**config.mk**
```make
export PLATFORM = sky130hd
export DESIGN_NAME = alu_arbiter
export DESIGN_NICKNAME = d
export VERILOG_FILES = /design/src/rtl/alu_pkg.sv /design/src/rtl/alu.sv /design/src/rtl/alu_arbiter.sv
export SDC_FILE = /design/constraint.sdc
export NUM_CORES = 1
export LEC_CHECK = 0
export CORE_MARGIN = 2
export CORE_UTILIZATION = 35
export CTS_CLUSTER_SIZE = 28
export DETAILED_ROUTE_END_ITERATION = 8
export PLACE_DENSITY = 0.59
export SETUP_SLACK_MARGIN = 0.05
export SYNTH_ARGS = -nofsm -noshare
export SYNTH_HDL_FRONTEND = slang
export SYNTH_HIERARCHICAL = 1
export SYNTH_SLANG_ARGS = --single-unit
```
**constraint.sdc**
```tcl
create_clock -name clk -period 4.95 [get_ports clk]
set_input_delay 0.7425 -clock clk [delete_from_list [all_inputs] [get_ports clk]]
set_output_delay 0.7425 -clock clk [all_outputs]
set_load 0.01 [all_outputs]
```
**src/rtl/alu_pkg.sv**
```systemverilog
// Shared definitions for the ALU and its two-port arbiter:
// data width, op code values and the arbiter state encoding.
package alu_pkg;

    localparam int WIDTH = 32;
    localparam int OP_W  = 3;

    localparam logic [OP_W-1:0] ADD     = 3'd0;
    localparam logic [OP_W-1:0] SUB     = 3'd1;
    localparam logic [OP_W-1:0] AND     = 3'd2;
    localparam logic [OP_W-1:0] OR      = 3'd3;
    localparam logic [OP_W-1:0] SRL     = 3'd4;
    localparam logic [OP_W-1:0] SRA     = 3'd5;
    localparam logic [OP_W-1:0] OP_LAST = SRA;

    typedef enum logic [1:0] {
        IDLE,
        EXEC,
        RESP
    } state_e;

endpackage

```
**src/rtl/alu.sv**
```systemverilog
// Purely combinational 32-bit ALU: add, sub, and, or, logical and arithmetic
// right shift. Op codes above OP_LAST produce zero.
module alu
    import alu_pkg::*;
(
    input  logic [WIDTH-1:0] a,
    input  logic [WIDTH-1:0] b,
    input  logic [OP_W-1:0]  op,
    output logic [WIDTH-1:0] c
);

    always_comb begin
        c = '0;
        case (op)
            ADD:     c = a + b;
            SUB:     c = a - b;
            AND:     c = a & b;
            OR:      c = a | b;
            SRL:     c = a >> b[4:0];
            SRA:     c = WIDTH'($signed(a) >>> b[4:0]);
            default: c = '0;
        endcase
    end

endmodule

```
**src/rtl/alu_arbiter.sv**
```systemverilog
// Round-robin sharing of one ALU between two valid/ready request ports.
// One operation in flight; result is held until its owner accepts it.
module alu_arbiter #(
    parameter int WIDTH = alu_pkg::WIDTH,
    parameter int OP_W  = alu_pkg::OP_W
) (
    input  logic             clk,
    input  logic             reset,
    input  logic             req0_valid,
    output logic             req0_ready,
    input  logic [WIDTH-1:0] req0_a,
    input  logic [WIDTH-1:0] req0_b,
    input  logic [OP_W-1:0]  req0_op,
    output logic             rsp0_valid,
    input  logic             rsp0_ready,
    output logic [WIDTH-1:0] rsp0_c,
    output logic             rsp0_err,
    input  logic             req1_valid,
    output logic             req1_ready,
    input  logic [WIDTH-1:0] req1_a,
    input  logic [WIDTH-1:0] req1_b,
    input  logic [OP_W-1:0]  req1_op,
    output logic             rsp1_valid,
    input  logic             rsp1_ready,
    output logic [WIDTH-1:0] rsp1_c,
    output logic             rsp1_err
);
    import alu_pkg::state_e;
    import alu_pkg::IDLE;
    import alu_pkg::EXEC;
    import alu_pkg::RESP;
    import alu_pkg::OP_LAST;

    state_e           state_reg, state_next;
    logic             prio_reg;
    logic             owner_reg;
    logic             err_reg;
    logic [WIDTH-1:0] a_reg, b_reg, res_reg;
    logic [OP_W-1:0]  op_reg;

    logic             grant;
    logic             take;
    logic             accept;
    logic             illegal;
    logic [WIDTH-1:0] alu_c;

    // A lone requester always wins; prio only breaks ties.
    always_comb begin
        grant = req1_valid;
        if (req0_valid && req1_valid) begin
            grant = prio_reg;
        end
    end

    assign req0_ready = !reset && (state_reg == IDLE) && req0_valid && !grant;
    assign req1_ready = !reset && (state_reg == IDLE) && req1_valid && grant;
    assign take       = req0_ready || req1_ready;
    assign accept     = (state_reg == RESP) && (owner_reg ? rsp1_ready : rsp0_ready);
    assign illegal    = op_reg > OP_W'(OP_LAST);

    always_comb begin
        state_next = state_reg;
        case (state_reg)
            IDLE:    if (take) state_next = EXEC;
            EXEC:    state_next = RESP;
            RESP:    if (accept) state_next = IDLE;
            default: state_next = IDLE;
        endcase
    end

    always_ff @(posedge clk or posedge reset) begin
        if (reset) begin
            state_reg <= IDLE;
        end else begin
            state_reg <= state_next;
        end
    end

    always_ff @(posedge clk or posedge reset) begin
        if (reset) begin
            prio_reg  <= 1'b0;
            owner_reg <= 1'b0;
            err_reg   <= 1'b0;
            a_reg     <= '0;
            b_reg     <= '0;
            op_reg    <= '0;
            res_reg   <= '0;
        end else begin
            if (take) begin
                owner_reg <= grant;
                a_reg     <= grant ? req1_a  : req0_a;
                b_reg     <= grant ? req1_b  : req0_b;
                op_reg    <= grant ? req1_op : req0_op;
            end
            if (state_reg == EXEC) begin
                res_reg <= illegal ? '0 : alu_c;
                err_reg <= illegal;
            end
            if (accept) begin
                prio_reg <= ~owner_reg;
            end
        end
    end

    alu u_alu (
        .a  (a_reg),
        .b  (b_reg),
        .op (op_reg),
        .c  (alu_c)
    );

    // Non-owner response outputs read as zero.
    assign rsp0_valid = (state_reg == RESP) && !owner_reg;
    assign rsp1_valid = (state_reg == RESP) && owner_reg;
    assign rsp0_c     = rsp0_valid ? res_reg : '0;
    assign rsp1_c     = rsp1_valid ? res_reg : '0;
    assign rsp0_err   = rsp0_valid && err_reg;
    assign rsp1_err   = rsp1_valid && err_reg;

endmodule

```
==> results of run 1 <==
layer usage:
metal	routed length [µm]	global-route usage	vias to the layer above
met5	13	0	-
met4	1040	0.0742	2
met3	3670	0.0435	62
met2	16100	0.367	583
met1	19100	0.398	5143
li1	-	-	4937
per-stage QoR:
| stage | setup WS [ns] | cell area, µm² | cells |
|---|---|---|---|
| floorplan | 0.419 | 9990 | 1194 |
| global placement | 0.525 | 12600 | 1737 |
| detailed placement | 0.574 | 12600 | 1737 |
| CTS | 0.518 | 12900 | 1753 |
| global route | 0.137 | 12900 | 1753 |
| finish | 0.377 | 12900 | 1753 |
cells by family after synthesis:
kind of cell,after synthesis,synth area share
adder cells (fa/ha/maj),60,0.0696
buffers and inverters,134,0.0550
multiplexers,55,0.0700
AO/OA/AOI/OAI,463,0.338
flip-flops,104,0.260
AND/OR/NAND/NOR,325,0.161
XOR/XNOR,53,0.0465
worst paths after layout:
kind | cells past startpoint | end
worst max-delay path | 13 | res_reg[23]$_DFFE_PP0N_
worst min-delay path | 1 | res_reg[17]$_DFFE_PP0N_
worst max register to register | 13 | res_reg[23]$_DFFE_PP0N_
worst min register to register | 1 | res_reg[17]$_DFFE_PP0N_
max in group asynchronous | 3 | res_reg[12]$_DFFE_PP0N_
min in group asynchronous | 2 | a_reg[5]$_DFFE_PP0P_
final cells by class:
class                   instances  area share
multi-input cells             956       0.531
flip-flops and latches        104       0.202
repair buffers                274       0.200
well taps                     378      0.0367
clock buffers                   9      0.0175
inverters                      25     0.00747
clock inverters                 7     0.00495
power breakdown:
group | switching, W | internal [W]
clock | 0.000384 | 0.000354
sequential | 0.000677 | 0.00120
combinational | 0.00453 | 0.00320
cell usage in the layout, fill, tap and decap left out, drive strengths merged, types with 12 or more instances in the layout:
master         instances
a211oi                15
a21o                  18
a21oi                 79
a22o                  33
a2bb2oi               67
and2                  69
buf                   65
clkdlybuf4s50        209
dfrtp                104
ha                    34
inv                   28
maj3                  25
mux2i                 35
nand2                 94
nand4                 13
nor2                  80
nor3                  12
o21ai                 79
o31ai                 12
o32ai                 67
xnor2                 24
xor2                  29
==> flow_metrics.env, run 1 <==
export IMPL_dpl_hpwl_um=30600
export IMPL_fmax_mhz=219
export IMPL_setup_viol=0
export IMPL_async_reset_ff_frac=1.00
export IMPL_synth_yosys_seq_area_share=0.260
export IMPL_min_period_ns=4.57
export IMPL_drive_gt1_frac=0.0844
export IMPL_io_buffer_count=209
export IMPL_fin_crit_sh=0.924
export IMPL_gp_congestion=0.972
export IMPL_yosys_top_cells_area="dfrtp_1 (26%), a2bb2oi_1 (5.9%), o32ai_1 (5.9%), and2_1 (4.3%), ha_1 (4.3%)"
export IMPL_drc=0
export IMPL_cp_arrival_ns=4.84
export IMPL_antenna_found_initial=1
export IMPL_startpoint="b_reg[12]$_DFFE_PP0P_"
export IMPL_fin_skew_ns=0.0125
export IMPL_antenna_cells=0
export IMPL_die_area_um2=29900
export IMPL_power_leakage_nw=5.01
export IMPL_multi_input_area_um2=6850
export IMPL_fin_nets=1545
export IMPL_track_usage=0.259
export IMPL_drv_cap=0
export IMPL_regArea_um2=2600
export IMPL_slew_headroom=0.254
export IMPL_startpoint_type="register"
export IMPL_routed_wl_um=39900
export IMPL_avgSynthCellArea_um2=8.37
export IMPL_clkSinkCount=104
export IMPL_tightestPinTransition_ns=1.12
export IMPL_min_path_type="register to register"
export IMPL_ant_nets=0
export IMPL_cts_buffer_depth=2
export IMPL_reg2reg_slack_ns=0.38
export IMPL_dr_total_vias=10727
export IMPL_clock_latency_ns=0.37
export IMPL_synth_most_common_cell="dfrtp_1"
export IMPL_grt_first_pass_wirelength_um=61000
export IMPL_reg2reg_from="b_reg[12]$_DFFE_PP0P_"
export IMPL_min_from="res_reg[17]$_DFFE_PP0N_"
export IMPL_path_class="register to register"
export IMPL_cp_cell_sequence="or4_1 > nor4_1 > nand4_1 > nand2_1 > xor2_1 > ha_1 > a21oi_1 > o21bai_1 > a21oi_1 > nor3_1 > a2111oi_0 > o221ai_1 > a22o_1"
export IMPL_drt_initial_drc_count=1254
export IMPL_slew_violations=0
export IMPL_critical_path_max_stage_delay_ns=0.61
export IMPL_grt_pass1_vias=9960
export IMPL_htreeDepth=3
export IMPL_ir_drop_uv=322
export IMPL_final_core_util=0.461
export IMPL_die_h_um=173
export IMPL_rsz0062_at_grt="no"
export IMPL_cts_inserted_buffers=9
export IMPL_required_ns=5.21
export IMPL_powerDensity_nw_per_um2=803
export IMPL_total_power_w=0.0103
export IMPL_crit_path_top_delay_cell="or4_1"
export IMPL_ios=210
export IMPL_die_w_um=173
export IMPL_yosys_register_bits=104
export IMPL_hold_viol=0
export IMPL_grt_max_degree=70
export IMPL_design_core_area_um2=27900
export IMPL_netlist_instances=1194
export IMPL_yosysWarnings=6
export IMPL_ys_top_cells_by_count="dfrtp_1 (104), nand2_1 (94), nor2_1 (80)"
export IMPL_crit_top_cell="a21oi_1"
export IMPL_tritoncts="yes"
export IMPL_cts_resized=0
export IMPL_status="finished, final reports clean"
export IMPL_grt_ovfl_total=0
export IMPL_post_cts_repair_setup_buffers=0
export IMPL_synth_edf_count=0
export IMPL_crit_buf_inv=0
export IMPL_wl_per_cell_um=22.8
export IMPL_start_util=0.358
export IMPL_root_buffer="clkbuf_16"
export IMPL_holdBufCountCts=0
export IMPL_synth_top_area_cell="dfrtp_1"
export IMPL_fillers=2820
export IMPL_clk_pin_slew_worst_paths_ns=0.08
export IMPL_syn_nets=1369
export IMPL_synth_top_area_share=0.260
export IMPL_rows=61
export IMPL_syn2layout_area_growth_pct=29.0
export IMPL_synth_cell_type_count=73
export IMPL_hold_ws_ns=0.523
export IMPL_end_kind="register"
export IMPL_dr_pass1_iters=7
export IMPL_path_max_fanout=9
export IMPL_synth_main_ff_cell="dfrtp_1"
export IMPL_avgViaCountPerCell=6.12
export IMPL_crit_family="simple AND/OR/NAND/NOR gates"
export IMPL_setup_tns_ns=0
export IMPL_syn_cell_area_um2=9990
No activity file was read; power rests on OpenSTA's default activity.
==> run 2, diff against run 1 <==
--- a/config.mk
+++ b/config.mk
@@ -6,11 +6,12 @@
 export NUM_CORES = 1
 export LEC_CHECK = 0
 export CORE_MARGIN = 2
-export CORE_UTILIZATION = 35
+export CORE_UTILIZATION = 53
 export CTS_CLUSTER_SIZE = 28
 export DETAILED_ROUTE_END_ITERATION = 8
-export PLACE_DENSITY = 0.59
+export PLACE_DENSITY = 0.84
 export SETUP_SLACK_MARGIN = 0.05
+export SKIP_CTS_REPAIR_TIMING = 1
 export SYNTH_ARGS = -nofsm -noshare
 export SYNTH_HDL_FRONTEND = slang
 export SYNTH_HIERARCHICAL = 1
==> run 2 against run 1 <==
Net effect:
- setup slack got worse by 0.048 ns
- sequential share of layout area rose by 0.46 points
- critical path depth rose by 4
- final cell count fell by 9.4%
- hold slack got worse by 0.0093 ns
- maximum frequency fell by 1.0%
- register-to-register slack got worse by 0.05 ns
- via count rose by 0.85%
- global-route usage rose by 11 points
- clock-buffer cell count did not move
- wire length fell by 7.3%
- die area fell by 33%
==> flow_metrics.env, run 2 (synthesis results as in run 1) <==
export IMPL_status="finished, final reports clean"
export IMPL_crit_path_top_delay_cell="nor4_1"
export IMPL_grt_max_degree=68
export IMPL_required_ns=5.22
export IMPL_min_period_ns=4.62
export IMPL_track_usage=0.368
export IMPL_startpoint_type="register"
export IMPL_grt_ovfl_total=0
export IMPL_place_inst=1572
export IMPL_hold_path_depth=1
export IMPL_antenna_cells=0
export IMPL_cp_arrival_ns=4.89
export IMPL_ant_nets=0
export IMPL_die_h_um=141
export IMPL_dpl_hpwl_um=27900
export IMPL_drv_cap=0
export IMPL_die_w_um=141
export IMPL_gp_congestion=1.02
export IMPL_routed_wl_um=37000
export IMPL_reg2reg_to="res_reg[27]$_DFFE_PP0N_"
export IMPL_htreeDepth=3
export IMPL_path_max_fanout=12
export IMPL_final_common_cell="clkdlybuf4s50_1"
export IMPL_antenna_found_initial=0
export IMPL_dr_pass1_iters=8
export IMPL_fin_crit_sh=0.934
export IMPL_min_path_type="register to register"
export IMPL_io_buffer_count=209
export IMPL_reg2reg_slack_ns=0.33
export IMPL_root_buffer="clkbuf_16"
export IMPL_design_core_area_um2=18600
export IMPL_grt_busiest_layer="met2"
export IMPL_reg2regPathDepth=17
export IMPL_tritoncts="yes"
export IMPL_drt_initial_drc_count=1294
export IMPL_ios=210
export IMPL_rsz0062_at_grt="no"
export IMPL_clkSinkCount=104
export IMPL_cp_cell_sequence="buf_4 > nor2_1 > nand2_1 > nor4_1 > nand2_1 > o41ai_1 > xor2_1 > ha_1 > a21oi_1 > a21oi_1 > a311oi_1 > nor2_1 > a211oi_1 > o21ai_0 > xnor2_1 > o21ai_0 > a22o_1"
export IMPL_cts_inserted_buffers=9
export IMPL_rows=50
export IMPL_ir_drop_uv=407
export IMPL_gr_usage_met1=0.525
export IMPL_dr_total_vias=10818
export IMPL_fillers=1584
export IMPL_placed_cell_area_um2=12300
export IMPL_grt_pass1_vias=10091
export IMPL_critical_path_max_stage_delay_ns=0.42
export IMPL_tightestPinTransition_ns=0.909
export IMPL_fin_skew_ns=0.0170
export IMPL_fin_nets=1524
export IMPL_powerDensity_nw_per_um2=797
export IMPL_setup_tns_ns=0
export IMPL_slew_violations=0
export IMPL_cts_buffer_depth=2
export IMPL_syn2layout_area_growth_pct=26.1
export IMPL_power_leakage_nw=4.94
export IMPL_crit_family="compound AO/OA/AOI/OAI gates"
export IMPL_grt_first_pass_wirelength_um=57100
export IMPL_clk_pin_slew_worst_paths_ns=0.09
export IMPL_setup_viol=0
export IMPL_layout_common_cells="clkdlybuf4s50_1 (209), dfrtp_1 (104), nand2_1 (94), nor2_1 (80)"
export IMPL_clock_latency_ns=0.37
export IMPL_use_met2=0.553
export IMPL_wl_per_cell_um=23.3
export IMPL_crit_buf_inv=1
export IMPL_post_route_cell_area_um2=12600
export IMPL_instances_no_fill=1588
export IMPL_min_from="res_reg[21]$_DFFE_PP0N_"
export IMPL_final_core_util=0.678
export IMPL_drc=0
export IMPL_end_kind="register"
export IMPL_die_area_um2=20000
export IMPL_total_power_w=0.0100
export IMPL_hold_viol=0
export IMPL_start_util=0.538
export IMPL_drive_gt1_frac=0.0709
export IMPL_path_class="register to register"
export IMPL_reg2reg_from="b_reg[0]$_DFFE_PP0P_"
export IMPL_globalRouteMet3Util=0.0807
export IMPL_avgViaCountPerCell=6.81
export IMPL_fmax_mhz=216
export IMPL_hold_end="res_reg[21]$_DFFE_PP0N_"
export IMPL_slew_headroom=0.394
## run 2: worst max path at each step
stage | to | from | cells past startpoint | slack (ns)
after floorplan | res_reg[29]$_DFFE_PP0N_ | b_reg[0]$_DFFE_PP0P_ | 20 | 0.42
after global placement | res_reg[29]$_DFFE_PP0N_ | b_reg[12]$_DFFE_PP0P_ | 13 | 0.62
after detailed placement | res_reg[29]$_DFFE_PP0N_ | b_reg[12]$_DFFE_PP0P_ | 13 | 0.56
after CTS | res_reg[29]$_DFFE_PP0N_ | b_reg[2]$_DFFE_PP0P_ | 16 | 0.53
after global routing | res_reg[27]$_DFFE_PP0N_ | b_reg[2]$_DFFE_PP0P_ | 17 | 0.08
final | res_reg[27]$_DFFE_PP0N_ | b_reg[0]$_DFFE_PP0P_ | 17 | 0.33
## run 2: cell type report
cell class / count / area [µm²] / area share
Clock buffer: 9 / 225 / 0.0179
Clock inverter: 7 / 97.6 / 0.00775
Tap cell: 234 / 293 / 0.0232
Timing Repair Buffer: 253 / 2430 / 0.193
Sequential cell: 104 / 2600 / 0.207
Multi-Input combinational cell: 956 / 6850 / 0.544
Inverter: 25 / 96.3 / 0.00765
## run 2: layer usage
layer  vias up  routed length [µm]
met5         -                   0
met3       103                3810
met1      5129               16100
met2       676               15800
li1       4910                   -
met4         0                1260
## run 2: stage by stage
stage               setup WS (ns)  hold WS [ns]
floorplan                   0.419         0.479
global placement            0.620         0.494
detailed placement          0.559         0.504
CTS                         0.534         0.519
global route               0.0795         0.538
finish                      0.329         0.513
## run 2: report_power, final
part / switching (W) / internal (W)
clock network: 0.000376 / 0.000408
registers: 0.000702 / 0.00120
logic: 0.00436 / 0.00299
total: 0.00544 / 0.00460
==> run 3, diff against run 2 <==
--- a/config.mk
+++ b/config.mk
@@ -11,7 +11,6 @@
 export DETAILED_ROUTE_END_ITERATION = 8
 export PLACE_DENSITY = 0.84
 export SETUP_SLACK_MARGIN = 0.05
-export SKIP_CTS_REPAIR_TIMING = 1
 export SYNTH_ARGS = -nofsm -noshare
 export SYNTH_HDL_FRONTEND = slang
 export SYNTH_HIERARCHICAL = 1
==> results of run 3 <==
Same layout as run 2: the final DEF is identical, and so are final timing and power.
